===== src/rtl/conv_z_streamer_pkg.sv =====
`default_nettype none
// ============================================================================
// Package     : conv_pkg
// Description : Shared defaults, shape encoding and FSM state encoding for
//               the convolver Z-result streamer.
// Revision    : 1.0 - initial release
// ============================================================================
package conv_pkg;

  // Default widths, matching the convolver core's Z memory interface
  localparam int unsigned CONV_DATA_W     = 16;
  localparam int unsigned CONV_ADDR_W     = 6;
  localparam int unsigned CONV_FIFO_DEPTH = 8;

  // Convolution shape select
  localparam logic SHAPE_FULL = 1'b1;  // len = sizeX + sizeY - 1
  localparam logic SHAPE_SAME = 1'b0;  // len = sizeX

  // Streamer control states
  typedef enum logic [1:0] {
    ST_IDLE    = 2'd0,
    ST_CAPTURE = 2'd1,
    ST_DRAIN   = 2'd2,
    ST_DONE    = 2'd3
  } state_e;

endpackage : conv_pkg
`default_nettype wire


===== src/rtl/conv_z_streamer_fifo.sv =====
`default_nettype none
// ============================================================================
// Module      : conv_stream_fifo
// Description : Synchronous FIFO with first-word fall-through head read.
//               Occupancy uses one extra pointer bit. A push while full is
//               dropped unless a pop happens in the same cycle.
// Ports       : clk, rstn      - clock, async active-low reset
//               push_i/data_i  - write strobe and data
//               pop_i          - remove head entry (ignored when empty)
//               data_o         - head entry (valid when !empty_o)
//               full_o/empty_o - occupancy status
// Revision    : 1.0 - initial release
// ============================================================================
module conv_stream_fifo #(
  parameter int unsigned DATA_W = 16,
  parameter int unsigned DEPTH  = 8
) (
  input  logic              clk,
  input  logic              rstn,
  input  logic              push_i,
  input  logic [DATA_W-1:0] data_i,
  input  logic              pop_i,
  output logic [DATA_W-1:0] data_o,
  output logic              full_o,
  output logic              empty_o
);

  localparam int unsigned AW = $clog2(DEPTH);

  logic [DATA_W-1:0] mem_q [DEPTH];
  logic [AW:0]       wr_ptr_q;
  logic [AW:0]       rd_ptr_q;
  logic              do_push;
  logic              do_pop;

  assign empty_o = (wr_ptr_q == rd_ptr_q);
  assign full_o  = (wr_ptr_q[AW] != rd_ptr_q[AW]) &&
                   (wr_ptr_q[AW-1:0] == rd_ptr_q[AW-1:0]);

  assign do_pop  = pop_i & ~empty_o;
  // A pop in the same cycle frees the slot, so full+push+pop still writes.
  assign do_push = push_i & (~full_o | do_pop);

  assign data_o  = mem_q[rd_ptr_q[AW-1:0]];

  always_ff @(posedge clk or negedge rstn) begin
    if (!rstn) begin
      wr_ptr_q <= '0;
      rd_ptr_q <= '0;
    end else begin
      if (do_push) wr_ptr_q <= wr_ptr_q + 1'b1;
      if (do_pop)  rd_ptr_q <= rd_ptr_q + 1'b1;
    end
  end

  // Storage needs no reset: contents are only observed when non-empty.
  always_ff @(posedge clk) begin
    if (do_push) mem_q[wr_ptr_q[AW-1:0]] <= data_i;
  end

endmodule : conv_stream_fifo
`default_nettype wire


===== src/rtl/conv_z_streamer.sv =====
`default_nettype none
// ============================================================================
// Module      : conv_z_streamer
// Description : Captures convolver Z writes, buffers them in a small FIFO and
//               streams them out on a valid/ready interface with last/index.
//               Output length is latched from shape/sizes on start_i.
// Ports       : clk, rstn                 - clock, async active-low reset
//               start_i, shape_i, sizeX_i, sizeY_i - run start and geometry
//               z_we_i, z_addr_i, z_data_i - convolver Z write port (snooped)
//               conv_done_i               - convolver done pulse
//               m_valid_o/m_ready_i/m_data_o/m_last_o/m_index_o - stream out
//               busy_o, done_o            - status
//               ovf_o, order_err_o, len_err_o - sticky error flags
// Revision    : 1.0 - initial release
// ============================================================================
module conv_z_streamer
  import conv_pkg::*;
#(
  parameter int unsigned DATA_W     = CONV_DATA_W,
  parameter int unsigned ADDR_W     = CONV_ADDR_W,
  parameter int unsigned FIFO_DEPTH = CONV_FIFO_DEPTH
) (
  input  logic              clk,
  input  logic              rstn,
  input  logic              start_i,
  input  logic              shape_i,
  input  logic [4:0]        sizeX_i,
  input  logic [4:0]        sizeY_i,
  input  logic              z_we_i,
  input  logic [ADDR_W-1:0] z_addr_i,
  input  logic [DATA_W-1:0] z_data_i,
  input  logic              conv_done_i,
  output logic              m_valid_o,
  input  logic              m_ready_i,
  output logic [DATA_W-1:0] m_data_o,
  output logic              m_last_o,
  output logic [ADDR_W-1:0] m_index_o,
  output logic              busy_o,
  output logic              done_o,
  output logic              ovf_o,
  output logic              order_err_o,
  output logic              len_err_o
);

  state_e            state_q, state_d;
  logic [ADDR_W-1:0] target_q, target_d;
  logic [ADDR_W-1:0] in_cnt_q, in_cnt_d;
  logic [ADDR_W-1:0] out_cnt_q, out_cnt_d;
  logic              ovf_q, ovf_d;
  logic              order_err_q, order_err_d;
  logic              len_err_q, len_err_d;

  logic [ADDR_W-1:0] len;
  logic              fifo_push;
  logic              fifo_pop;
  logic              fifo_full;
  logic              fifo_empty;

  // ---------------------------------------------------------------------------
  // Output length from the geometry presented with start_i
  // ---------------------------------------------------------------------------
  always_comb begin
    len = '0;
    if (sizeX_i == 5'd0 || sizeY_i == 5'd0) begin
      len = '0;
    end else if (shape_i == SHAPE_FULL) begin
      len = ADDR_W'(sizeX_i) + ADDR_W'(sizeY_i) - ADDR_W'(1);
    end else begin
      len = ADDR_W'(sizeX_i);
    end
  end

  // ---------------------------------------------------------------------------
  // Result buffer
  // ---------------------------------------------------------------------------
  conv_stream_fifo #(
    .DATA_W (DATA_W),
    .DEPTH  (FIFO_DEPTH)
  ) u_fifo (
    .clk     (clk),
    .rstn    (rstn),
    .push_i  (fifo_push),
    .data_i  (z_data_i),
    .pop_i   (fifo_pop),
    .data_o  (m_data_o),
    .full_o  (fifo_full),
    .empty_o (fifo_empty)
  );

  assign m_valid_o   = ~fifo_empty;
  assign fifo_pop    = m_valid_o & m_ready_i;
  assign m_index_o   = out_cnt_q;
  assign m_last_o    = m_valid_o & (out_cnt_q == (target_q - ADDR_W'(1)));
  assign busy_o      = (state_q != ST_IDLE);
  assign done_o      = (state_q == ST_DONE);
  assign ovf_o       = ovf_q;
  assign order_err_o = order_err_q;
  assign len_err_o   = len_err_q;

  // ---------------------------------------------------------------------------
  // Control FSM, counters and sticky flags
  // ---------------------------------------------------------------------------
  always_comb begin
    state_d     = state_q;
    target_d    = target_q;
    in_cnt_d    = in_cnt_q;
    out_cnt_d   = fifo_pop ? (out_cnt_q + ADDR_W'(1)) : out_cnt_q;
    ovf_d       = ovf_q;
    order_err_d = order_err_q;
    len_err_d   = len_err_q;
    fifo_push   = 1'b0;

    case (state_q)
      ST_IDLE: begin
        if (start_i) begin
          target_d    = len;
          in_cnt_d    = '0;
          out_cnt_d   = '0;
          ovf_d       = 1'b0;
          order_err_d = 1'b0;
          len_err_d   = 1'b0;
          state_d     = (len == '0) ? ST_DONE : ST_CAPTURE;
        end
      end

      ST_CAPTURE: begin
        if (z_we_i) begin
          fifo_push = 1'b1;
          in_cnt_d  = in_cnt_q + ADDR_W'(1);
          if (z_addr_i != in_cnt_q) order_err_d = 1'b1;
          // The FIFO silently drops this one; in_cnt still advances so the
          // run can close on the expected length.
          if (fifo_full && !fifo_pop) ovf_d = 1'b1;
        end
        if (in_cnt_d == target_q) begin
          state_d = ST_DRAIN;
        end else if (conv_done_i) begin
          len_err_d = 1'b1;
          target_d  = in_cnt_d;
          state_d   = (in_cnt_d == '0) ? ST_DONE : ST_DRAIN;
        end
      end

      ST_DRAIN: begin
        // Leaving on an empty buffer covers runs whose last beat can never be
        // flagged: samples lost to overflow, or a truncated run whose beats
        // were all consumed before conv_done_i shortened the target.
        if ((fifo_pop && m_last_o) || fifo_empty) begin
          state_d = ST_DONE;
        end
      end

      ST_DONE: begin
        state_d = ST_IDLE;
      end

      default: begin
        state_d = ST_IDLE;
      end
    endcase
  end

  always_ff @(posedge clk or negedge rstn) begin
    if (!rstn) begin
      state_q     <= ST_IDLE;
      target_q    <= '0;
      in_cnt_q    <= '0;
      out_cnt_q   <= '0;
      ovf_q       <= 1'b0;
      order_err_q <= 1'b0;
      len_err_q   <= 1'b0;
    end else begin
      state_q     <= state_d;
      target_q    <= target_d;
      in_cnt_q    <= in_cnt_d;
      out_cnt_q   <= out_cnt_d;
      ovf_q       <= ovf_d;
      order_err_q <= order_err_d;
      len_err_q   <= len_err_d;
    end
  end

endmodule : conv_z_streamer
`default_nettype wire


===== config.mk =====
export PLATFORM = sky130hd
export DESIGN_NAME = conv_z_streamer
export DESIGN_NICKNAME = d
export VERILOG_FILES = /design/src/rtl/conv_z_streamer_pkg.sv /design/src/rtl/conv_z_streamer_fifo.sv /design/src/rtl/conv_z_streamer.sv
export SDC_FILE = /design/constraint.sdc
export NUM_CORES = 1
export LEC_CHECK = 0
export ABC_AREA = 0
export BUFFER_PORTS_ARGS = -buffer_cell sky130_fd_sc_hd__buf_2
export CAP_MARGIN = 10
export CORE_MARGIN = 2
export CORE_UTILIZATION = 45
export CTS_CLUSTER_SIZE = 8
export DETAILED_ROUTE_END_ITERATION = 12
export HOLD_SLACK_MARGIN = 0.05
export PLACE_DENSITY = 0.6
export SLEW_MARGIN = 20
export SYNTH_ARGS = -nofsm -noshare
export SYNTH_HDL_FRONTEND = slang
export SYNTH_SLANG_ARGS = --single-unit

===== constraint.sdc =====
create_clock -name clk -period 6.05 [get_ports clk]
set_clock_uncertainty 0.05 [all_clocks]
set_input_delay 1.21 -clock clk [delete_from_list [all_inputs] [get_ports clk]]
set_output_delay 1.21 -clock clk [all_outputs]
set_load 0.01 [all_outputs]

==> summary.txt <==
Final hold vios: 0
I/O Buffers: 67
Syn_area_per_cell: 15.3 um2
WHS Path Cells: 1
Setup TNS: 0 ns
Synth-to-Final Area Change: 16.1%
Die Ht: 133 um
Peak supply drop: 0.374 mV
H-tree depth: 4
FMAX: 256 MHz
Setup Buffers After CTS: 0
Routed len/inst: 19.0 um
CP Capture Type: output port
Top cells by count, synth: 128 x edfxtp_1, 32 x mux4_2, 31 x dfrtp_1
GP Congestion: 0.792
Worst path required time: 4.79 ns
Final period util: 0.645
Drt total wl: 15000 um
Top cell type's share of synthesized area: 0.514
Antenna-violating nets left: 0
Total grt overflow: 0
Min-delay src: u_fifo.rd_ptr_q[3]
Max-Cap Viols: 0
Clk slew on worst S/H paths: 0.07 ns
Starting Density: 0.456
Post_cts resized: 0
Core ar.: 16400 um2
Most frequently used flop master after synthesis: edfxtp_1
R2R cell count: 6
Die ar.: 17700 um2
Rows: 47
Met1 WL: 6710 um
Layout cells sized above 1: 0.315
Filler Cell Count: 1347
Nets: 616
First-pass GRT wire length: 24300 um
Number of global-route vias before repair: 4330
Worst path bufs/invs: 2
CTS buffer count: 17
Worst-margin pin slew: 0.880 ns
Worst Setup Slack, final: 2.15 ns
Clk sinks: 159
Ys async rst share: 0.195
Crit path launch type: flip-flop
Gate count after technology mapping: 489
Final Max Tran Viols: 0
Initial antenna violation count: 0
Final critical-path required period: 3.90 ns
Detailed Route Iter0 Violations: 270
Crit-path max FO: 20
CTS root buf: clkbuf_16
Synth area leaders: edfxtp_1 51%, dfrtp_1 10%, mux4_2 9.6%, xnor2_1 3.3%, mux2_2 3.2%
Routed vias: 4286
Reg2reg end: u_fifo.mem_q[7][14]
DR WL met2: 7490 um
I/O Pins: 68
Pwr dens: 465 nW/um2
Static Leak: 3.23 nW
Cell with the most instances after synthesis: edfxtp_1
CTS tree: built
Syn_nets: 547
Status: completed
Largest stage delay, worst path: 0.76 ns
Met3 WL: 636 um
RSZ-0062 raised after global routing: no
Vias/cell: 5.42
Final setup vio count: 0
Drt first pass iters: 4
Post-DP HPWL: 10000 um
Seq cells post-synth: 159
Global Route Usage Sum: 0.182
Worst r2r src: u_fifo.rd_ptr_q[0]
Delay-heaviest family, CP: multiplexers
Worst R2R Setup Slack: 3.14 ns
Post-synthesis sequential area ratio: 0.618
Rel. slew slack: 0.411
Slowest-stage cell, CP: dfrtp_2
Cts hold-fix bufs: 0
Top Metal Used: met4
Cell variety after synth: 53
Ant. Diodes: 0
Hold WC Path Type: flip-flop to flip-flop
Post-Place Setup Slack: 2.53 ns
Crit Path Class: flip-flop to output port
Horiz. Die Dim: 133 um
CTS max path bufs: 2
DRC errors left: 0
Crit path arrival time: 2.64 ns
CP cell instances: buf_4, mux4_2, mux2_2, buf_2
Mapped cell area: 7480 um2
Hold endpoint: u_fifo.rd_ptr_q[3]
Cell taking the most area after synthesis: edfxtp_1
Ys Warns: 0
Largest net degree at the start of global routing: 32
EDFF count, synth: 128
Clk_lat worst skew: 0.42 ns
per-layer routing:
metal / global-route usage / up-vias
met1: 0.242 / 2184
met5: 0 / -
li1: - / 2003
met2: 0.296 / 87
met3: 0.0483 / 12
met4: 0.0508 / 0
flip-flops by register name, summed over array words and instances (netlist names):
name and cells:
order_err_o 1, ovf_o 1, u_fifo.mem_q 128, in_cnt_q 6, len_err_o 1, state_q 2, m_index_o 6, u_fifo.wr_ptr_q 4
target_q 6, u_fifo.rd_ptr_q 4
layout by cell type, fill, tap and decap left out, types with 12 or more instances in the layout:
master | Yosys | layout
xor2_1 | 15 | 15
nor2_1 | 18 | 18
inv_1 | 26 | 26
clkbuf_16 | 0 | 17
nor3_1 | 14 | 12
o21ai_0 | 16 | 16
mux2_2 | 21 | 21
buf_4 | 5 | 12
nand2_1 | 26 | 26
mux4_2 | 32 | 32
dfrtp_1 | 31 | 30
buf_2 | 7 | 67
ha_1 | 18 | 18
xnor2_1 | 28 | 28
edfxtp_1 | 128 | 128
metrics by stage:
stage                     instances  utilization  power, W  hold WS [ns]  instance area, um2
final                           791        0.529   0.00404         0.449                8680
after global placement          759        0.492   0.00296         0.432                8070
after floorplan                 489            -   0.00260         0.412                7480
after global routing            791        0.529   0.00428         0.463                8680
after CTS                       791        0.529   0.00409         0.453                8680
after detailed placement        759        0.492   0.00299         0.443                8070
power breakdown:
group          switching (W)  leakage [nW]  total [W]  internal, W
registers           0.000200          1.55    0.00154      0.00134
logic               0.000702          1.38    0.00141     0.000710
clock network       0.000491         0.302    0.00109     0.000598
total                0.00139          3.23    0.00404      0.00265
cell families after synthesis:
logic type | after synthesis | share of synthesized area
AOI/OAI and AO/OA | 52 | 0.0475
xor gates and xnor gates | 44 | 0.0525
adders and majority gates | 19 | 0.0328
buffers and inverters | 55 | 0.0323
DFF | 159 | 0.618
muxes | 67 | 0.150
and+or+nand+nor | 93 | 0.0671
cell type report:
cell class,instances,area [um2],share of cell area
clock buffer,17,425,0.0490
clock inverter,15,193,0.0222
inverter,26,97.6,0.0112
multi-input combinational,275,2650,0.305
sequential,159,4620,0.532
tap,220,275,0.0317
timing repair buffer,79,425,0.0490
worst max path at each step:
| stage | start | to | slack, ns | cells past startpoint |
|---|---|---|---|---|
| after detailed placement | u_fifo.rd_ptr_q[0] | m_data_o[7] | 2.53 | 4 |
| final | u_fifo.rd_ptr_q[0] | m_data_o[7] | 2.15 | 4 |
| after floorplan | z_we_i | u_fifo.mem_q[2][0] | 2.60 | 4 |
| after global placement | u_fifo.rd_ptr_q[0] | m_data_o[2] | 2.57 | 4 |
| after global routing | u_fifo.rd_ptr_q[0] | m_data_o[13] | 1.94 | 4 |
| after CTS | u_fifo.rd_ptr_q[0] | m_data_o[13] | 2.06 | 4 |
Power figures use the tool's default switching activity.
